--- src/rtl/detector_riesgos_if.sv ---
// -----------------------------------------------------------------------------
// detector_riesgos_if
//
// Bundles the signals exchanged between the pipeline and the hazard detector.
//
//   From the pipeline (master drives, slave reads):
//     RsId, RtId   [4:0] source register fields of the instruction in ID
//     UsaRt              ID instruction reads Rt as a source
//     RtEx         [4:0] destination register of the instruction in EX
//     LeeMemEx           EX instruction is a load
//     SaltoTomado        branch/jump resolved taken in EX
//     MultIni            a multiply leaves ID for EX this cycle
//   To the pipeline (slave drives, master reads):
//     EscPC              PC write enable
//     EscIfId            IF/ID write enable
//     BurbujaEx          force zero control into ID/EX
//     VaciarIfId         clear IF/ID to a NOP
//     Ocupado            a multiply is in flight
//     CiclosParo  [15:0] saturating count of stall cycles
// -----------------------------------------------------------------------------
interface detector_riesgos_if;
  logic [4:0]  RsId;
  logic [4:0]  RtId;
  logic        UsaRt;
  logic [4:0]  RtEx;
  logic        LeeMemEx;
  logic        SaltoTomado;
  logic        MultIni;

  logic        EscPC;
  logic        EscIfId;
  logic        BurbujaEx;
  logic        VaciarIfId;
  logic        Ocupado;
  logic [15:0] CiclosParo;

  modport master (
    output RsId, RtId, UsaRt, RtEx, LeeMemEx, SaltoTomado, MultIni,
    input  EscPC, EscIfId, BurbujaEx, VaciarIfId, Ocupado, CiclosParo
  );

  modport slave (
    input  RsId, RtId, UsaRt, RtEx, LeeMemEx, SaltoTomado, MultIni,
    output EscPC, EscIfId, BurbujaEx, VaciarIfId, Ocupado, CiclosParo
  );
endinterface

--- src/rtl/detector_riesgos.sv ---
// -----------------------------------------------------------------------------
// detector_riesgos
//
// Hazard detection unit for a 5-stage pipeline with a multi-cycle multiplier.
//   - Load-use hazard: stall PC and IF/ID, insert a bubble into EX.
//   - Taken branch/jump: flush IF/ID and bubble EX; wins over every stall.
//   - Multiply: once accepted, stall the front end for LAT_MULT-1 cycles.
//   - Counts stall cycles (EscPC low) in a saturating 16-bit counter.
//
// Parameters:
//   LAT_MULT  multiply latency in cycles, legal range 2..16
// Ports:
//   clk       single clock, rising edge
//   reset     synchronous, active-high
//   hz        detector_riesgos_if.slave, see interface header for signals
// -----------------------------------------------------------------------------
module detector_riesgos #(
  parameter int unsigned LAT_MULT = 4
) (
  input  logic                     clk,
  input  logic                     reset,
  detector_riesgos_if.slave        hz
);

  localparam logic [0:0] ST_NORMAL = 1'b0;
  localparam logic [0:0] ST_MULT   = 1'b1;

  // Cuenta is loaded with the number of MULT cycles still to run; the state
  // is left on the edge where it reads 1, giving LAT_MULT-1 busy cycles.
  localparam logic [3:0] CUENTA_INI = 4'(LAT_MULT - 1);

  logic [0:0]  estado_q, estado_d;
  logic [3:0]  cuenta_q, cuenta_d;
  logic [15:0] ciclos_paro_q, ciclos_paro_d;

  logic rcarga;
  logic esc_pc;
  logic esc_ifid;
  logic burbuja_ex;
  logic vaciar_ifid;
  logic ocupado;

  // Load-use hazard: the load in EX writes a register the ID instruction reads.
  // Register 0 is hard-wired, so it never creates a dependency.
  always_comb begin
    rcarga = hz.LeeMemEx && (hz.RtEx != 5'd0) &&
             ((hz.RtEx == hz.RsId) || (hz.UsaRt && (hz.RtEx == hz.RtId)));
  end

  // Pipeline control outputs, in priority order: reset, flush, stall, run.
  always_comb begin
    // NOTE: every output gets a default before the priority chain so no
    // path through the block leaves a signal unassigned (no latch).
    esc_pc      = 1'b1;
    esc_ifid    = 1'b1;
    burbuja_ex  = 1'b0;
    vaciar_ifid = 1'b0;
    ocupado     = 1'b0;

    if (reset) begin
      esc_pc      = 1'b0;
      esc_ifid    = 1'b0;
      burbuja_ex  = 1'b1;
      vaciar_ifid = 1'b1;
    end else begin
      ocupado = (estado_q == ST_MULT);
      if (hz.SaltoTomado) begin
        // The wrong-path instructions in IF and ID are discarded; the front
        // end keeps fetching from the branch target.
        burbuja_ex  = 1'b1;
        vaciar_ifid = 1'b1;
      end else if ((estado_q == ST_MULT) || rcarga) begin
        // In MULT the load-use check is irrelevant: the front end is already
        // frozen, so both cases collapse to the same stall.
        esc_pc     = 1'b0;
        esc_ifid   = 1'b0;
        burbuja_ex = 1'b1;
      end
    end
  end

  // Next-state logic for the NORMAL/MULT machine.
  always_comb begin
    estado_d = estado_q;
    cuenta_d = cuenta_q;

    case (estado_q)
      ST_NORMAL: begin
        // A multiply is only accepted when it actually leaves ID: a load-use
        // stall keeps it there and a flush kills it.
        if (hz.MultIni && !hz.SaltoTomado && !rcarga) begin
          estado_d = ST_MULT;
          cuenta_d = CUENTA_INI;
        end
      end
      ST_MULT: begin
        // The multiplier keeps running through a flush; MultIni is ignored.
        cuenta_d = cuenta_q - 4'd1;
        if (cuenta_q == 4'd1) begin
          estado_d = ST_NORMAL;
        end
      end
      default: begin
        estado_d = ST_NORMAL;
        cuenta_d = 4'd0;
      end
    endcase
  end

  // Saturating stall-cycle counter.
  always_comb begin
    ciclos_paro_d = ciclos_paro_q;
    if (!esc_pc && (ciclos_paro_q != 16'hFFFF)) begin
      ciclos_paro_d = ciclos_paro_q + 16'd1;
    end
  end

  // NOTE: reset is synchronous, so it is tested inside the clocked block and
  // is absent from the sensitivity list; state uses non-blocking assignments.
  always_ff @(posedge clk) begin
    if (reset) begin
      estado_q      <= ST_NORMAL;
      cuenta_q      <= 4'd0;
      ciclos_paro_q <= 16'd0;
    end else begin
      estado_q      <= estado_d;
      cuenta_q      <= cuenta_d;
      ciclos_paro_q <= ciclos_paro_d;
    end
  end

  assign hz.EscPC      = esc_pc;
  assign hz.EscIfId    = esc_ifid;
  assign hz.BurbujaEx  = burbuja_ex;
  assign hz.VaciarIfId = vaciar_ifid;
  assign hz.Ocupado    = ocupado;
  assign hz.CiclosParo = ciclos_paro_q;

endmodule
--- src/flat_wrapper.sv ---
// flat-port wrapper written by rule: the top's interface ports become plain ports
module detector_riesgos_flat 
#(
  parameter int unsigned LAT_MULT = 4
)
  (clk, reset, hz_RsId, hz_RtId, hz_UsaRt, hz_RtEx, hz_LeeMemEx, hz_SaltoTomado, hz_MultIni, hz_EscPC, hz_EscIfId, hz_BurbujaEx, hz_VaciarIfId, hz_Ocupado, hz_CiclosParo);
  detector_riesgos_if hz_i ();
  input  logic clk;
  input  logic reset;
  input wire logic [$bits(hz_i.RsId)-1:0] hz_RsId;
  input wire logic [$bits(hz_i.RtId)-1:0] hz_RtId;
  input wire logic [$bits(hz_i.UsaRt)-1:0] hz_UsaRt;
  input wire logic [$bits(hz_i.RtEx)-1:0] hz_RtEx;
  input wire logic [$bits(hz_i.LeeMemEx)-1:0] hz_LeeMemEx;
  input wire logic [$bits(hz_i.SaltoTomado)-1:0] hz_SaltoTomado;
  input wire logic [$bits(hz_i.MultIni)-1:0] hz_MultIni;
  output wire logic [$bits(hz_i.EscPC)-1:0] hz_EscPC;
  output wire logic [$bits(hz_i.EscIfId)-1:0] hz_EscIfId;
  output wire logic [$bits(hz_i.BurbujaEx)-1:0] hz_BurbujaEx;
  output wire logic [$bits(hz_i.VaciarIfId)-1:0] hz_VaciarIfId;
  output wire logic [$bits(hz_i.Ocupado)-1:0] hz_Ocupado;
  output wire logic [$bits(hz_i.CiclosParo)-1:0] hz_CiclosParo;
  assign hz_i.RsId = hz_RsId;
  assign hz_i.RtId = hz_RtId;
  assign hz_i.UsaRt = hz_UsaRt;
  assign hz_i.RtEx = hz_RtEx;
  assign hz_i.LeeMemEx = hz_LeeMemEx;
  assign hz_i.SaltoTomado = hz_SaltoTomado;
  assign hz_i.MultIni = hz_MultIni;
  assign hz_EscPC = hz_i.EscPC;
  assign hz_EscIfId = hz_i.EscIfId;
  assign hz_BurbujaEx = hz_i.BurbujaEx;
  assign hz_VaciarIfId = hz_i.VaciarIfId;
  assign hz_Ocupado = hz_i.Ocupado;
  assign hz_CiclosParo = hz_i.CiclosParo;
  detector_riesgos #(.LAT_MULT(LAT_MULT)) u_core (.clk(clk), .reset(reset), .hz(hz_i));
endmodule
--- config.mk ---
export PLATFORM = sky130hd
export DESIGN_NAME = detector_riesgos_flat
export DESIGN_NICKNAME = d
export VERILOG_FILES = /design/src/rtl/detector_riesgos_if.sv /design/src/rtl/detector_riesgos.sv /design/src/flat_wrapper.sv
export SDC_FILE = /design/constraint.sdc
export NUM_CORES = 1
export LEC_CHECK = 0
export ABC_AREA = 1
export CORE_MARGIN = 4
export CORE_UTILIZATION = 34
export DETAILED_ROUTE_END_ITERATION = 10
export SLEW_MARGIN = 40
export SYNTH_ARGS = -nofsm -noshare
export SYNTH_HDL_FRONTEND = slang
export SYNTH_SLANG_ARGS = --single-unit
--- constraint.sdc ---
create_clock -name clk -period 5.1 [get_ports clk]
set_clock_uncertainty 0.15 [all_clocks]
set_input_delay 1.02 -clock clk [delete_from_list [all_inputs] [get_ports clk]]
set_output_delay 1.02 -clock clk [all_outputs]
set_load 0.05 [all_outputs]
==> metrics <==
status finished clean; FFs w/ async S/R, synth 0; number of endpoints with negative hold slack in the final report 0; Arr. time, crit path 3220 ps; fraction of layout instances using a drive strength above 1 0.08784; CTS tree yes; dominant register cell in the synthesized netlist dfxtp_1; hold buffers post-CTS 0; DRC marker count from the first detailed-route iteration 87; required time reported for the critical path endpoint 3930 ps; tightest slew margin relative to the limit 0.6580; number of instances resized during post-cts repair 0; full die area 0.005654 mm2; count of input and output buffers between 40 and 50; global-route usage over all layers 0.1410; Slowest cell on crit path clkdlybuf4s50_1; antenna violations before repair 0; warnings from Yosys 0; Inserted Diodes 0; unrepaired setup endpoints after global routing no; worst path cell trace clkdlybuf4s50_1 > nand2_1 > nand2_1 > nor2_1 > nand3_1 > nand2_1 > nand2_2 > nand2_4 > nand2_8 > nand2_1 > inv_1 > clkdlybuf4s50_1; count of clock tree sinks 21; routed wire length per instance ~10 um; most used cell, CP nand2_1; CTS max path bufs 2; Placement Setup Slack between 600 and 700 ps; min setup slack post-route between 700 and 800 ps; largest net degree at the start of global routing 20; CTS clock-pin slew for the worst setup and hold paths roughly 70 ps; # setup viols final 0; die outline width about 75 um; area share of the largest cell type after synthesis 0.2738; power density of the placed cells ~190 mW/mm2; number of global-route vias before repair between 1k and 1.5k; floorplan row count 24; worst-margin pin slew ~500 ps; number of clock buffers inserted by TritonCTS 3; number of optimization iterations in the first detailed-route pass 4; clock network latency to the later pin of the worst-skew pair 260 ps; routability cong. around 0.8; number of buffer and inverter stages on the critical path 3; period utilisation layout 0.8615; Ports 42; combined area of the multi-input logic cells around 900 um2; H-tree Lvls 1; Final #Nets around 320; Syn Area/Cell roughly 6 um2; CP Capture Type output port; post-synthesis to final-layout area growth 31.38%; ANT nets after route 0; top post-synthesis cells by count nand2_1 (89), inv_1 (39), nor2_1 (32); register bit count reported by yosys 21; global-route wire length before repair 6292 um; Peak Freq approximately 230 MHz; Root Buffer clkbuf_8; register area share after synthesis 0.2738; top-count cell post-synth nand2_1; Core Region ~0.0044 mm2; LEAKAGE approximately 0.86 nW; HPWL after detailed placement approximately 2800 um; area of all sequential standard cells between 400 and 500 um2; startpoint class of the critical path input pin; count of flip-flops with a built-in enable after synthesis 0; buffers inserted during post-CTS setup optimization 0; TNS Setup 0 ps; max-slew violations 0; via count normalized by instance count between 4 and 5; Worst Path Class, Setup input pin to output port; leading area contributor after synthesis dfxtp_1; max-capacitance violation count 0; highest ir drop seen on vdd ~0.00014 V; Routed WL approximately 3600 um; grt total ovfl 0; detailed-route via count about 1.6k; Initial Utilization 0.3526; gate count after technology mapping ~260; die height approximately 75 um; peak fanout along the critical path 9; Final Critical Period roughly 4400 ps; Area contributors post-synth dfxtp_1 (27%), nand2_1 (22%), inv_1 (9.5%); Post-Syn Nets 280; Yosys cell types 29; critical path's top delay family buffers and inverters; worst hold path type register to register; Fill cells between 400 and 500; DRC Markers 0; Post-Syn Area 0.001535 mm2; stage delay of the slowest cell on the critical path 800 ps
final timing paths:
path,from,endpoint,slack (ps),cells past startpoint
worst max-delay path,hz_RtEx[4],hz_EscPC,710,12
worst min-delay path,u_core.cuenta_q[3]$_SDFFE_PP0P_,u_core.cuenta_q[3]$_SDFFE_PP0P_,320,2
worst max register to register,u_core.hz.CiclosParo[0]$_SDFFE_PP0P_,u_core.hz.CiclosParo[13]$_SDFFE_PP0P_,2820,12
worst min register to register,u_core.cuenta_q[3]$_SDFFE_PP0P_,u_core.cuenta_q[3]$_SDFFE_PP0P_,320,2
state kept, by name, indices dropped and copies added, names as in the netlist:
name	count
u_core.hz.CiclosParo	16
u_core.cuenta_q	4
u_core.estado_q	1
layout make-up:
cell class / instances / share of cell area
Multi-Input combinational cell: 184 / 0.4423
Sequential cell: 21 / 0.2084
Timing Repair Buffer: 42 / 0.2072
Inverter: 45 / 0.08747
Tap cell: 52 / 0.03226
Clock buffer: 4 / 0.02233
layout by cell type, fill, tap and decap left out, drive strengths merged:
cell and instances:
a21oi 7, nor2 37, o21ai 6, nor4 1, clkinv 1, nand3 19
o21bai 1, xnor2 1, nand4 7, a31oi 2, nor3 4, buf 1
clkbuf 4, nand2 94, ha 3, nand3b 2, dfxtp 21, clkdlybuf4s50 41
inv 44
cell families after synthesis:
family	count (synthesis)	share of synthesized area
and+or+nand+nor	164	0.4955
AOI/OAI and AO/OA	16	0.05541
buffers and inverters	51	0.1451
DFF	21	0.2738
adders and majority gates	3	0.02445
xor gates and xnor gates	1	0.005706
metrics by stage:
step	std cells	hold slack, ps	instance area (um2)	total power, W	util
floorplan	256	290.8	1535	0.0002341	-
global placement	344	305.4	1972	0.0002650	0.4529
detailed placement	344	306.5	1972	0.0002663	0.4529
CTS	348	318.3	2017	0.0003802	0.4632
global route	348	353.6	2017	0.0003958	0.4632
finish	348	315.7	2017	0.0003744	0.4632
tightest hold or removal path, stage by stage (launching register included):
cell and delay (ps):
dfxtp_1 320, nand2_1 60, a21oi_1 50
report_power, final:
group,internal (W),switching (W)
logic,0.0000365,0.0000515
clock network,0.0000557,0.0000572
registers,0.000169,0.00000455
total,0.000261,0.000113
layer usage:
layer	vias up	GRT usage	part of all wire	wire (um)
met5	-	0	0	0
met4	0	0.02330	0.0061	22
li1	867	-	-	-
met3	2	0.03071	0.048	172
met1	660	0.2053	0.50	1798
met2	26	0.2166	0.45	1616
No activity file was read; power rests on OpenSTA's default activity.
